==> src/rtl/sc_pkg.sv <==
// Shared types and helpers for the binary-to-stochastic stream generator.
package sc_pkg;

    typedef enum logic [1:0] {
        IDLE = 2'd0,
        GEN  = 2'd1,
        HOLD = 2'd2
    } state_t;

    // Maximal-length Fibonacci feedback masks (bit n-1 set for tap n), WIDTH 3..8.
    localparam logic [7:0] LFSR_TAPS_3 = 8'h06; // x^3 + x^2 + 1
    localparam logic [7:0] LFSR_TAPS_4 = 8'h0C; // x^4 + x^3 + 1
    localparam logic [7:0] LFSR_TAPS_5 = 8'h14; // x^5 + x^3 + 1
    localparam logic [7:0] LFSR_TAPS_6 = 8'h30; // x^6 + x^5 + 1
    localparam logic [7:0] LFSR_TAPS_7 = 8'h60; // x^7 + x^6 + 1
    localparam logic [7:0] LFSR_TAPS_8 = 8'hB8; // x^8 + x^6 + x^5 + x^4 + 1

    function automatic logic [7:0] lfsr_taps(input int width);
        case (width)
            3:       return LFSR_TAPS_3;
            4:       return LFSR_TAPS_4;
            5:       return LFSR_TAPS_5;
            6:       return LFSR_TAPS_6;
            7:       return LFSR_TAPS_7;
            default: return LFSR_TAPS_8;
        endcase
    endfunction

    // Reverse the low 'width' bits of x; upper result bits are zero.
    function automatic logic [7:0] bitrev(input logic [7:0] x, input int width);
        logic [7:0] res;
        res = '0;
        for (int i = 0; i < 8; i++) begin
            if (i < width) begin
                res = (res << 1) | ((x >> i) & 8'h01);
            end
        end
        return res;
    endfunction

    // One Fibonacci step: shift left, XOR of tapped bits enters at bit 0.
    function automatic logic [7:0] lfsr_next(input logic [7:0] s, input int width);
        logic       fb;
        logic [7:0] mask;
        fb   = ^(s & lfsr_taps(width));
        mask = 8'hFF >> (8 - width);
        return ((s << 1) | {7'b0, fb}) & mask;
    endfunction

endpackage

==> src/rtl/sc_stream_generator_if.sv <==
// Input/output handshake bundle of the stochastic stream generator.
interface sc_stream_generator_if #(
    parameter int WIDTH = 4
);
    localparam int L = 1 << WIDTH;

    logic [WIDTH:0]   in_value;
    logic             in_valid;
    logic             in_ready;
    logic             sc_bit;
    logic             sc_bit_valid;
    logic [L-1:0]     sc_stream;
    logic [WIDTH:0]   ones_count;
    logic             out_valid;
    logic             out_ready;

    // Generator side.
    modport slave (
        input  in_value, in_valid, out_ready,
        output in_ready, sc_bit, sc_bit_valid, sc_stream, ones_count, out_valid
    );

    // Producer/consumer side.
    modport master (
        output in_value, in_valid, out_ready,
        input  in_ready, sc_bit, sc_bit_valid, sc_stream, ones_count, out_valid
    );

endinterface

==> src/rtl/sc_rng.sv <==
// Per-cycle comparison source: bit-reversed counter or Fibonacci LFSR.
module sc_rng
    import sc_pkg::*;
#(
    parameter int          WIDTH   = 4,
    parameter int          RNG_VDC = 1,
    parameter int unsigned SEED    = 1
) (
    input  logic             clk,
    input  logic             rst_n,
    input  logic [WIDTH-1:0] i_cnt,
    input  logic             i_advance,
    output logic [WIDTH-1:0] o_r
);

    logic [WIDTH-1:0] r_lfsr;
    logic [WIDTH-1:0] w_vdc;

    assign w_vdc = WIDTH'(bitrev(8'(i_cnt), WIDTH));

    // LFSR steps only while a stream is being generated; it is never reseeded between streams.
    always_ff @(posedge clk or negedge rst_n) begin
        // NOTE: sequential state uses non-blocking assignments so every flop samples pre-edge values.
        if (!rst_n) begin
            r_lfsr <= WIDTH'(SEED);
        end else if (i_advance) begin
            r_lfsr <= WIDTH'(lfsr_next(8'(r_lfsr), WIDTH));
        end
    end

    assign o_r = (RNG_VDC != 0) ? w_vdc : r_lfsr;

endmodule

==> src/rtl/sc_stream_generator.sv <==
// Binary-to-stochastic converter: latches a magnitude, emits L serial bits, then holds the stream.
module sc_stream_generator
    import sc_pkg::*;
#(
    parameter int          WIDTH   = 4,
    parameter int          RNG_VDC = 1,
    parameter int unsigned SEED    = 1
) (
    input  logic                  clk,
    input  logic                  rst_n,
    sc_stream_generator_if.slave  bus
);

    localparam int L = 1 << WIDTH;

    state_t           r_state;
    logic [WIDTH-1:0] r_cnt;
    logic [WIDTH:0]   r_val;
    logic [L-1:0]     r_stream;
    logic [WIDTH:0]   r_ones;

    logic [WIDTH-1:0] w_r;
    logic [WIDTH:0]   w_sat;
    logic             w_gen;
    logic             w_bit;

    sc_rng #(
        .WIDTH   (WIDTH),
        .RNG_VDC (RNG_VDC),
        .SEED    (SEED)
    ) u_rng (
        .clk       (clk),
        .rst_n     (rst_n),
        .i_cnt     (r_cnt),
        .i_advance (w_gen),
        .o_r       (w_r)
    );

    assign w_gen = (r_state == GEN);
    assign w_sat = (bus.in_value > (WIDTH+1)'(L)) ? (WIDTH+1)'(L) : bus.in_value;
    // Zero-extended compare lets val = L produce an all-ones stream.
    assign w_bit = w_gen && ({1'b0, w_r} < r_val);

    // Handshake FSM plus serial accumulation of the stream and its ones count.
    always_ff @(posedge clk or negedge rst_n) begin
        if (!rst_n) begin
            r_state  <= IDLE;
            r_cnt    <= '0;
            r_val    <= '0;
            r_stream <= '0;
            r_ones   <= '0;
        end else begin
            case (r_state)
                IDLE: begin
                    if (bus.in_valid) begin
                        r_val    <= w_sat;
                        r_cnt    <= '0;
                        r_stream <= '0;
                        r_ones   <= '0;
                        r_state  <= GEN;
                    end
                end
                GEN: begin
                    r_stream[r_cnt] <= w_bit;
                    r_ones          <= r_ones + (WIDTH+1)'(w_bit);
                    r_cnt           <= r_cnt + WIDTH'(1);
                    if (r_cnt == WIDTH'(L - 1)) begin
                        r_state <= HOLD;
                    end
                end
                HOLD: begin
                    if (bus.out_ready) begin
                        r_state <= IDLE;
                    end
                end
                default: r_state <= IDLE;
            endcase
        end
    end

    assign bus.in_ready     = (r_state == IDLE);
    assign bus.out_valid    = (r_state == HOLD);
    assign bus.sc_bit_valid = w_gen;
    assign bus.sc_bit       = w_bit;
    assign bus.sc_stream    = r_stream;
    assign bus.ones_count   = r_ones;

endmodule

==> src/flat_wrapper.sv <==
// flat-port wrapper written by rule: the top's interface ports become plain ports
module sc_stream_generator_flat import sc_pkg::*;
#(
    parameter int          WIDTH   = 4,
    parameter int          RNG_VDC = 1,
    parameter int unsigned SEED    = 1
)
  (clk, rst_n, bus_in_value, bus_in_valid, bus_out_ready, bus_in_ready, bus_sc_bit, bus_sc_bit_valid, bus_sc_stream, bus_ones_count, bus_out_valid);
  sc_stream_generator_if #(.WIDTH(WIDTH)) bus_i ();
  input  logic clk;
  input  logic rst_n;
  input wire logic [$bits(bus_i.in_value)-1:0] bus_in_value;
  input wire logic [$bits(bus_i.in_valid)-1:0] bus_in_valid;
  input wire logic [$bits(bus_i.out_ready)-1:0] bus_out_ready;
  output wire logic [$bits(bus_i.in_ready)-1:0] bus_in_ready;
  output wire logic [$bits(bus_i.sc_bit)-1:0] bus_sc_bit;
  output wire logic [$bits(bus_i.sc_bit_valid)-1:0] bus_sc_bit_valid;
  output wire logic [$bits(bus_i.sc_stream)-1:0] bus_sc_stream;
  output wire logic [$bits(bus_i.ones_count)-1:0] bus_ones_count;
  output wire logic [$bits(bus_i.out_valid)-1:0] bus_out_valid;
  assign bus_i.in_value = bus_in_value;
  assign bus_i.in_valid = bus_in_valid;
  assign bus_i.out_ready = bus_out_ready;
  assign bus_in_ready = bus_i.in_ready;
  assign bus_sc_bit = bus_i.sc_bit;
  assign bus_sc_bit_valid = bus_i.sc_bit_valid;
  assign bus_sc_stream = bus_i.sc_stream;
  assign bus_ones_count = bus_i.ones_count;
  assign bus_out_valid = bus_i.out_valid;
  sc_stream_generator #(.WIDTH(WIDTH), .RNG_VDC(RNG_VDC), .SEED(SEED)) u_core (.clk(clk), .rst_n(rst_n), .bus(bus_i));
endmodule
==> config.mk <==
export PLATFORM = sky130hd
export DESIGN_NAME = sc_stream_generator_flat
export DESIGN_NICKNAME = d
export VERILOG_FILES = /design/src/rtl/sc_pkg.sv /design/src/rtl/sc_stream_generator_if.sv /design/src/rtl/sc_rng.sv /design/src/rtl/sc_stream_generator.sv /design/src/flat_wrapper.sv
export SDC_FILE = /design/constraint.sdc
export NUM_CORES = 1
export LEC_CHECK = 0
export ABC_AREA = 1
export BUFFER_PORTS_ARGS = -buffer_cell sky130_fd_sc_hd__buf_4
export CAP_MARGIN = 20
export CELL_PAD_IN_SITES_DETAIL_PLACEMENT = 2
export CELL_PAD_IN_SITES_GLOBAL_PLACEMENT = 2
export CORE_AREA = 2 2 88 90
export DETAILED_ROUTE_END_ITERATION = 7
export DIE_AREA = 0 0 90 92
export GPL_ROUTABILITY_DRIVEN = 0
export PLACE_DENSITY_LB_ADDON = 0.25
export REMOVE_ABC_BUFFERS = 1
export SLEW_MARGIN = 20
export SYNTH_ARGS = -nofsm -noshare
export SYNTH_HDL_FRONTEND = slang
export SYNTH_HIERARCHICAL = 1
export SYNTH_SLANG_ARGS = --single-unit
==> constraint.sdc <==
create_clock -name clk -period 2.8 [get_ports clk]
set_clock_uncertainty 0.2 [all_clocks]
set_input_delay 0.56 -clock clk [delete_from_list [all_inputs] [get_ports clk]]
set_output_delay 0.56 -clock clk [all_outputs]
set_load 0.02 [all_outputs]
==> results of run 1 <==
-- stage by stage --
stage                     power [mW]  instances  hold WS [ps]
after global routing            3.03        357          44.1
after floorplan                 1.76        210          64.4
after global placement          2.35        349           280
after detailed placement        2.40        349           291
after CTS                       2.80        357          24.3
final                           2.72        357          16.0
-- power groups by stage --
stage,logic (mW),registers [mW],clock network [mW]
finish,1.54,0.808,0.373
global route,1.77,0.846,0.415
CTS,1.58,0.816,0.399
detailed placement,1.57,0.825,0
global placement,1.53,0.820,0
floorplan,0.841,0.923,0
-- cell type report --
class | count | area (um2)
well taps | 102 | 128
clock buffers | 8 | 90.1
repair buffers | 37 | 278
inverters | 23 | 86.3
flip-flops and latches | 32 | 801
fillers | 919 | 5280
multi-input cells | 155 | 790
-- routing by layer --
layer | global-route usage [%] | routed length [um] | vias to the layer above | part of all wire, %
li1 | - | - | 779 | -
met1 | 17.0 | 2320 | 768 | 48
met2 | 22.1 | 2370 | 21 | 49
met3 | 2.63 | 138 | 2 | 2.8
met4 | 4.62 | 43 | 0 | 0.88
met5 | 0 | 0 | - | 0
-- sequential cells by signal, summed over array words and instances, names as in the netlist --
register and cells:
u_core/bus.ones_count 5, u_core/bus.sc_stream 16, u_core/r_cnt 4, u_core/r_state 2, u_core/r_val 5
-- worst paths after layout --
path                                                 end  slack, ps
worst max-delay path                          bus_sc_bit        350
worst min-delay path                     u_core/r_cnt[3]         20
worst max register to register  u_core/bus.ones_count[4]        490
worst min register to register           u_core/r_val[1]        300
max in group asynchronous              u_core/r_state[0]       2080
min in group clk                       u_core/r_state[1]        250
-- Yosys cell counts --
cell / number / area share (%)
nand2_1: 65 / 14
nor2_2: 1 / 0.35
o21ai_2: 1 / 0.49
dfrtp_1: 32 / 45
o31ai_1: 1 / 0.42
nand2_4: 1 / 0.63
buf_4: 6 / 2.5
nand3b_1: 1 / 0.42
nor2_1: 22 / 4.6
o21ai_1: 3 / 0.84
nand4_1: 16 / 5.6
nor2_8: 1 / 1.1
nand2_2: 1 / 0.35
inv_1: 22 / 4.6
nor3_1: 1 / 0.28
and3_2: 1 / 0.42
buf_6: 5 / 3.2
ha_1: 9 / 6.3
inv_2: 1 / 0.21
o21ai_0: 9 / 2.5
nand3_1: 22 / 6.2
-- logic make-up (layout without fill, tap and decap cells) --
kind of cell / count (synthesis) / in the layout / share of synthesized area, %
fa+ha+maj: 9 / 9 / 6.33
compound gates: 14 / 14 / 4.29
flops: 32 / 32 / 45.0
buf+inv: 34 / 68 / 10.6
simple gates: 132 / 132 / 33.8
==> results by stage, run 1 <==
Power:
- In this run, the clock network consumes 13.7% of the power.
- The internal portion of the total power is 1.40 mW.
- Summed over all cells, the static leakage comes to 1.11 nW.
- Per report_power, the combinational group accounts for 56.6% of the total.
- The fraction of power spent switching nets is 48.5%.
- The analysis attributes to net switching a power of 1.32 mW.
- The worst-case IR drop observed on VDD is 0.000448 V.
- The total power density per cell area is 1250 mW/mm2.
- The part of the power in registers is 29.7%.

Global route:
- Entering global routing, the biggest net connects 33 pins.
- The first global-routing pass estimated 8750 um of wire.
- The total overflow left after global routing is 0.
- The initial antenna violation count came to 0.
- The global-route usage over all layers is 13.2%.
- The number of global-route vias before repair is 1749.

STA:
- After routing, the total negative slack on setup checks comes to 0 ps.
- The number of slew-limit violations in the final report is 0.
- In the finished design, the share of the clock period the worst path needs comes to 87.7%.
- Setup repair after global routing left no endpoint under its margin.
- Headroom to the max-slew limit came out at 71.7%.
- After layout, the worst setup slack is 346 ps.
- The worst path needs 2450 ps of the cycle, external delays included.
- The maximum operating frequency is 407 MHz.
- Setup violations remaining at the end of the flow were counted as 0.
- For the pin with the worst max-slew slack, the measured transition is 425 ps.
- The final-report hold violation count is 0.

Setup path:
- The critical path crosses 6 cells after its start point.
- The worst reg2reg path depth is 10.
- The standard cell with the maximum stage delay on the critical path is dfrtp_1.
- In this design, the largest share of critical-path delay is due to simple AND/OR/NAND/NOR gates.
- Along the worst path, the maximum fanout reaches 17.
- The type of element launching the critical path is a flop.
- STA puts the critical path data arrival time at 1690 ps.
- STA classifies the critical path endpoint as an output pin.
- The critical path in this run is classified as flop to output pin.
- For the worst setup path, the data required time is 2040 ps.
- The origin of the worst setup path is u_core/r_cnt[0].
- The largest single stage delay on the critical path is 430 ps.
- Traced cell by cell, the critical path runs through ha_1 -> inv_1 -> nor2_1 -> nor2_8 -> and3_2 -> buf_4.
- The launch instance of the worst register-to-register path is u_core/r_cnt[0].
- Together, buffers and inverters on the worst path number 2.

Layout:
- From synthesis to final layout, the design area changed by 22.2%.
- The number of inserted diodes is 0.
- The top cell types in the final layout, fill and taps aside, are nand2_1 (65), buf_4 (37), dfrtp_1 (32).
- The share of post-route cells with drive strength above 1 is 19.6%.
- Cells fill 29.2% of the core in the end.
- The finished cells cover 0.00217 mm2.
- The leading cell type in the layout, fill and taps excluded is nand2_1.
- After the last flow step, the layout net total stands at 272.

Detailed routing:
- The final wirelength is 4880 um.
- The via count is 1570.
- After detailed routing, the average wire length per cell comes to 13.7 um.
- For this block, the initial DRC count from the detailed router was 38.
- The detail-routed via count per cell is 4.40.
- Before antenna repair, the detailed router went through 4 iterations.
- After detailed routing, the number of remaining DRC violations is 0.
- The number of antenna-violating nets in the routed design is 0.

Synth:
- After synthesis the netlist holds a flip-flop and latch count of 32.
- Counting every instance in the synthesized netlist gives 221.
- The post-synthesis average cell area is 8.05 um2.
- After synthesis the cells add up to 0.00178 mm2.
- Synthesis instantiated 21 different standard cells from the library.
- The yosys synthesis warning count is 6.
- The sequential share of the synthesized area is 45.0%.

Die:
- The number of top-level pins is 34.
- The effective utilization at floorplan is 23.9%.
- The core region is 0.00745 mm2.
- The number of cell rows is 32.
- The overall die area is 0.00828 mm2.
- The die is 90 um wide.
- The overall die height is 92 um.

Clock network:
- The clock-pin slew of the registers on the worst-case setup and hold paths is 70 ps.
- The TritonCTS sink count is 32.
- The H-tree level count is 2.
- The TritonCTS clock tree is yes.
- The number of gates given a new drive strength after cts is 0.
- Buffers inserted to repair hold after CTS numbered 0.
- No sink is reached through more buffers than the 2 on the longest clock path.
- Buffers inserted during clock tree synthesis total 5.
- The number of setup buffers added after CTS is 0.
- The tree is rooted in a clkbuf_8.
- At the later pin of the worst-skew pair, clock insertion delay measures 280 ps.

Placement:
- The worst slack after detailed placement is 498 ps.
- Summed over all nets, the half-perimeter wirelength after detailed placement is 3570 um.
- The cell area after placement is 0.00208 mm2.
- Buffers placed on the I/O ports in this run total 33.

Run:
- Max-cap violations in this run came to 0.

Outcome:
- The flow ran to the end, and the final reports show no timing, DRC or antenna violations.

Worst hold path:
- The tightest min-delay check is of the input port to async pin type.
Power figures use the tool's default switching activity.
==> run 2, diff against run 1 <==
ABC_AREA = not set   (was 1)
CORE_AREA = 2 2 85 87   (was 2 2 88 90)
DIE_AREA = 0 0 87 89   (was 0 0 90 92)
==> results by stage, run 2 <==
Synth:
- The flop and latch count out of synthesis is 32.
- After synthesis, the share of cell area in mux cells is 0.685%.
- Of the total synthesized cell area, the portion taken by full adders, half adders and majority gates is 6.85%.
- In the synthesized netlist, the cells that appear most often are dfrtp_1 (32), nand2_1 (15), o211ai_1 (11), o41ai_1 (11), o21ai_0 (10).
- During synthesis, Yosys emitted a total of 6 warnings.
- The most used flip-flop cell after synthesis is dfrtp_1.
- The share of synthesized cell area in and, or, nand and nor gates is 15.6%.
- Yosys attributes the largest share of cell area to dfrtp_1 (49%), ha_1 (6.9%), o41ai_1 (5.9%).
- Dividing the synthesized area by the synthesized cell count gives 10.2 um2.
- The share of synthesized flip-flops with an asynchronous set or reset is 100%.
- The count of flip-flops with a built-in enable after synthesis is 0.
- The most frequent cell after synthesis is dfrtp_1.
- The largest family of logic cells by synthesized area is compound AO/OA/AOI/OAI gates.
- Synthesis produced 161 cells.
- Summed over its instances, the top area cell type makes up 48.7% of the synthesized netlist area.
- Summing every instance area after synthesis gives 0.00164 mm2.
- The xor/xnor share of the synthesized area is 0.533%.
- The synthesized netlist devotes 19.6% of its cell area to compound gates.
- Summed over all instances, the cell type with the most area after synthesis is dfrtp_1.
- The count of distinct cell types in the synthesized netlist is 30.
- The share of the Yosys chip area taken by registers is 48.7%.

Detailed routing:
- In the routed layout, each cell is associated on average with a via count of 4.98.
- The count of TritonRoute iterations in the first routing pass is 4.
- In the final routed layout, each cell accounts on average for 17.1 um.
- Detailed routing inserted a total of 1355 vias.
- In the routed design, unresolved DRC markers number 0.
- The final wirelength is 4650 um.
- The count of nets left with antenna violations once routing finished came out at 0.
- The violation count after the first detailed-routing iteration is 55.

Power:
- The total power density per cell area is 1230 mW/mm2.
- The part of the power in registers is 31.9%.
- Across the VDD grid, the largest voltage drop is 0.000394 V.
- The clock network power share is 17.7%.
- Combinational logic burns 50.4% of the power.
- The fraction of power spent switching nets is 45.0%.
- The switching power is 1.13 mW.
- The internal power is 1.38 mW.
- The leakage component of the power is 0.937 nW.

Layout:
- In the layout the commonest cells are buf_4 (39), dfrtp_1 (32), nand2_1 (15).
- Compared with the post-synthesis result, the final layout area differs by 24.4%.
- 0 antenna diodes ended up in the layout.
- In the final layout, the share of cells above drive strength 1 is 25.5%.
- The number of flip-flops in the largest register is 16.
- The net total in the final layout is 209.
- The library cell used most frequently in the layout, excluding fill and tap cells, is buf_4.

Run:
- The max-capacitance violation count is 0.

Setup path:
- The maximum fanout count along the critical path is 6.
- The critical path class is flop to output pin.
- The worst setup path is captured at an output pin.
- The endpoint identified for the worst register-to-register timing path is u_core/bus.ones_count[4].
- The launch instance of the worst register-to-register path is u_core/r_cnt[1].
- Setup slack on the worst reg-to-reg path comes out at 480 ps.
- For the worst setup path, the data required time is 2040 ps.
- The arrival time of data at the critical path endpoint is 1750 ps.
- STA classifies the critical path startpoint as a flop.
- The worst register-to-register path has a depth of 9.

Global route:
- Entering global routing, the biggest net connects 33 pins.
- After global routing the overflow that remains totals 0.
- The first global-routing pass estimated 7870 um of wire.
- The number of global-route vias before repair is 1524.
- For this run, the total global-route usage over all layers was measured as 13.2%.
- The initial antenna violation count is 0.

Outcome:
- The flow ran to the end, and the final reports show no timing, DRC or antenna violations.

Clock network:
- The H-tree level count is 2.
- For this design, the CTS-stage hold fixing added 0 buffers.
- Clock-pin slew was measured on the worst setup and hold paths at 70 ps.
- The worst-case clock buffer depth is 2.
- The cell sitting at the root of the clock tree is a clkbuf_8.
- Post-CTS timing repair inserted 0 buffers for setup.
- The latest clock arrival within the worst-skew pair is 290 ps.
- The TritonCTS clock tree is yes.
- Gates resized during post-CTS repair numbered 0.
- The number of clock buffers inserted by TritonCTS is 5.
- The TritonCTS sink count is 32.

STA:
- The final-report hold violation count is 0.
- After layout, the worst setup slack is 292 ps.
- The worst path needs 2510 ps of the cycle, external delays included.
- The period utilization is 89.6%.
- The worst hold margin is 4.56 ps.
- Setup violations remaining at the end of the flow were counted as 0.
- The number of slew-limit violations in the final report was 0.
- Setup repair after global routing left no endpoint under its margin.
- The pin slew with the least headroom to its limit is 460 ps.
- The relative slew slack is 69.3%.
- The maximum operating frequency is 399 MHz.

Die:
- The effective utilization at floorplan is 24.5%.
- The die is 89 um tall.
- The die covers 0.00774 mm2.
- After floorplanning, the core was divided into 30 placement rows.
- The area of the core is 0.00672 mm2.
- The chip width is 87 um.
- For this design the top-level I/O count stands at 34.

Placement:
- The worst slack after detailed placement is 464 ps.
- Input and output buffers added on the ports amount to 33.
- The half-perimeter wire length after detailed placement is 3330 um.

Worst hold path:
- The path class of the tightest hold or removal check is input port to async pin.
==> run 2: area by class of cell <==
type                            count  area (um2)
Multi-Input combinational cell    106         711
Timing Repair Buffer               39         293
Clock inverter                      2        35.0
Fill cell                         745        4680
Sequential cell                    32         801
Tap cell                           80         100
Clock buffer                        6        72.6
Inverter                            7        31.3
==> run 2: power by group through the flow <==
stage / Clock [mW] / Combinational, mW / Sequential (mW)
after floorplan: 0 / 0.600 / 0.924
after detailed placement: 0 / 1.29 / 0.816
after global placement: 0 / 1.22 / 0.797
after global routing: 0.490 / 1.43 / 0.831
after CTS: 0.466 / 1.29 / 0.806
final: 0.446 / 1.27 / 0.801
==> run 2: worst max-delay path, stage by stage, from the launching register on <==
cell	delay, ps
dfrtp_1	450
ha_1	320
a21oi_1	130
a21oi_1	100
nor3_1	260
buf_4	200
==> run 2: cells by family (layout without fill, tap and decap cells) <==
logic type      after synthesis  in the layout
compound gates               47             47
xor+xnor                      1              1
fa+ha+maj                     9              9
buf+inv                      23             54
flops                        32             32
mux                           1              1
simple gates                 48             48
==> run 2: how the worst max path moves through the flow <==
stage | from | end | cells past startpoint
finish | u_core/r_cnt[1] | bus_sc_bit | 5
global route | u_core/r_cnt[1] | bus_sc_bit | 5
CTS | u_core/r_cnt[1] | bus_sc_bit | 5
detailed placement | u_core/r_cnt[1] | u_core/bus.ones_count[4] | 9
global placement | u_core/r_cnt[1] | u_core/bus.ones_count[4] | 9
floorplan | u_core/r_cnt[2] | u_core/bus.ones_count[2] | 9
==> run 2: routing by layer <==
| layer | track usage [%] | vias to the layer above | routed length, um |
|---|---|---|---|
| li1 | - | 650 | - |
| met1 | 15.2 | 676 | 1930 |
| met2 | 23.4 | 27 | 2490 |
| met3 | 4.43 | 2 | 217 |
| met4 | 3.84 | 0 | 13 |
| met5 | 0 | - | 0 |
==> run 2: through the flow <==
step	cells	util, %	cell area (um2)	power, mW	TNS [ps]
6_report	272	30.4	2040	2.52	0
5_1_grt	272	30.4	2040	2.75	0
3_5_place_dp	264	28.8	1940	2.10	0
4_1_cts	272	30.4	2040	2.57	0
3_3_place_gp	264	28.8	1940	2.01	0
2_1_floorplan	145	-	1540	1.52	-70.2
==> run 3, diff against run 2 <==
GPL_TIMING_DRIVEN = 0   (was not set)
==> results by stage, run 3 (synthesis gave the netlist of run 2 again) <==
Outcome:
- The run finished with clean final reports.

Setup path:
- The kind of end point of the critical path is an output pin.
- The arrival time of data at the critical path endpoint is 1880 ps.
- The endpoint required time on the critical path is 2040 ps.
- The maximum fanout count along the critical path is 6.
- The critical path is of the flop to output pin type.
- STA classifies the critical path startpoint as a flop.

Clock network:
- TritonCTS built the clock tree.
- The cts-stage hold buffer count is 0.
- The clock-pin slew of the registers on the worst-case setup and hold paths is 80 ps.
- The TritonCTS sink count is 32.
- The worst-case clock buffer depth is 2.
- The latest clock arrival within the worst-skew pair is 290 ps.
- The H-tree level count is 2.
- The library cell used as clock root buffer is clkbuf_8.
- The number of clock buffers added by TritonCTS is 5.

Placement:
- The cell area after placement is 0.00190 mm2.
- The half-perimeter wire length after detailed placement is 3040 um.
- Before CTS, the worst setup slack after placement is -219 ps.
- In this run the tool buffered the top-level ports with 33 buffer cells.

Detailed routing:
- The highest metal layer carrying signal wires in the routed design is met4.
- Wire segments on met2 add up to 2310 um in the final route.
- The violation count after the first detailed-routing iteration is 45.
- The detailed route wirelength on metal3 is 170 um.
- The number of antenna-violating nets in the routed design is 0.
- After detailed routing, the wire length on met1 is 1990 um.
- In the routed design, unresolved DRC markers number 0.
- The pre-antenna-repair detailed-routing pass consisted of 4 iterations.
- After detailed routing, the total wire length is 4550 um.
- Dividing the detail-routed via count by the number of cells gives 5.11.
- For this block, the via count after detailed routing is 1365.
- The average detailed-routed wire length per instance is 17.0 um.

Global route:
- The sum of overflow across all layers after global routing is 0.
- The global-route usage over all layers is 12.5%.
- The pin count of the biggest net entering global routing is 35.
- The first global-routing pass estimated 7250 um of wire.
- The number of global-route vias before repair is 1394.
- The initial antenna violation count is 0.

Die:
- The area of the core is 0.00672 mm2.
- The number of top-level pins is 34.
- For this configuration, the core starts out at a cell density of 24.5%.
- The number of cell rows is 30.
- The chip width is 87 um.
- The floorplan step set the die height to 89 um.
- The overall die area is 0.00774 mm2.

Layout:
- The number of flip-flops in the largest register is 16.
- The leading cell type in the layout, fill and taps excluded is buf_4.
- The net total in the final layout is 204.
- The post-route cell area is 0.00203 mm2.
- Cells with a size suffix above 1 make up 26.2% of the layout.
- The repair_antennas step left the layout with diodes totalling 0.
- Compared with the post-synthesis result, the final layout area differs by 23.7%.
- In the layout the commonest cells are buf_4 (34), dfrtp_1 (31), nand2_1 (14).

STA:
- Setup violations remaining at the end of the flow were counted as 0.
- Headroom to the max-slew limit came out at 56.2%.
- The final-report hold violation count is 0.
- The number of slew-limit violations in the final report is 0.
- Derived from the worst setup path, the maximum achievable clock frequency is 378 MHz.
- The pin slew with the least headroom to its limit is 654 ps.
- The final worst slack is 155 ps.
- The period utilization is 94.4%.
- The minimum period implied by the final worst setup slack is 2640 ps.
- The worst hold margin is 3.51 ps.
- Setup repair after global routing left no endpoint under its margin.

Power:
- The analysis attributes to cell leakage a power of 0.916 nW.
- The worst-case IR drop observed on VDD is 0.000463 V.
- The total power density per cell area is 1240 mW/mm2.

Run:
- Max-cap violations in this run came to 0.

Worst hold path:
- In this run the worst hold path is classified as input port to async pin.
==> run 3: cell types whose count changed in the layout (fill, tap and decap cells not counted), sizes merged <==
| cell | before | now |
|---|---|---|
| clkbuf | 6 | 5 |
| buf | 39 | 34 |
| clkinvlp | 0 | 1 |
==> run 3: final timing paths <==
check,startpoint,to,slack (ps),cells after the start
worst max register to register,u_core/r_cnt[1],u_core/bus.ones_count[4],310,9
worst max-delay path,u_core/r_cnt[1],bus_sc_bit,160,5
max in group asynchronous,rst_n,u_core/r_cnt[2],2050,1
worst min register to register,u_core/r_val[0],u_core/r_val[0],290,2
worst min-delay path,rst_n,u_core/bus.sc_stream[5],4,1
min in group clk,bus_in_valid,u_core/r_cnt[2],240,2
==> run 3: worst max-delay path, stage by stage, from the launching register on <==
cell and delay (ps):
dfrtp_1 450, ha_1 320, a21oi_1 220, a21oi_4 90
nor3_1 300, buf_4 210
==> run 3: area by class of cell <==
cell class | count | area [um2]
well taps | 80 | 100
inverters | 7 | 31.3
multi-input cells | 106 | 732
flip-flops and latches | 32 | 802
fillers | 742 | 4690
clock buffers | 5 | 68.8
repair buffers | 34 | 255
clock inverters | 3 | 42.5
==> run 3: what timing repair did <==
| action | 4_1_cts | 5_1_grt |
|---|---|---|
| buffers inserted | 1 | 0 |
| endpoints found under the setup margin | 4 | 1 |
| pin swaps | 1 | 0 |
| resized for setup | 2 | 1 |
==> run 3: routing by layer <==
metal | vias up | track usage (%)
li1 | 640 | -
met1 | 693 | 15.0
met2 | 26 | 20.9
met3 | 6 | 3.97
met4 | 0 | 5.11
met5 | - | 0
==> run 3: per-stage QoR <==
step                      power (mW)  utilization (%)  setup TNS (ps)  std cells
after detailed placement        2.04             28.2            -511        258
after floorplan                 1.52                -           -70.2        145
after global routing            2.72             30.2               0        267
after global placement          1.95             28.1           -2540        258
after CTS                       2.55             30.1               0        267
final                           2.52             30.2               0        267
==> run 3: where the power goes <==
group | switching, mW | internal [mW] | total [mW]
Sequential | 0.185 | 0.645 | 0.830
Clock | 0.200 | 0.264 | 0.464
Combinational | 0.768 | 0.459 | 1.23
Total | 1.15 | 1.37 | 2.52
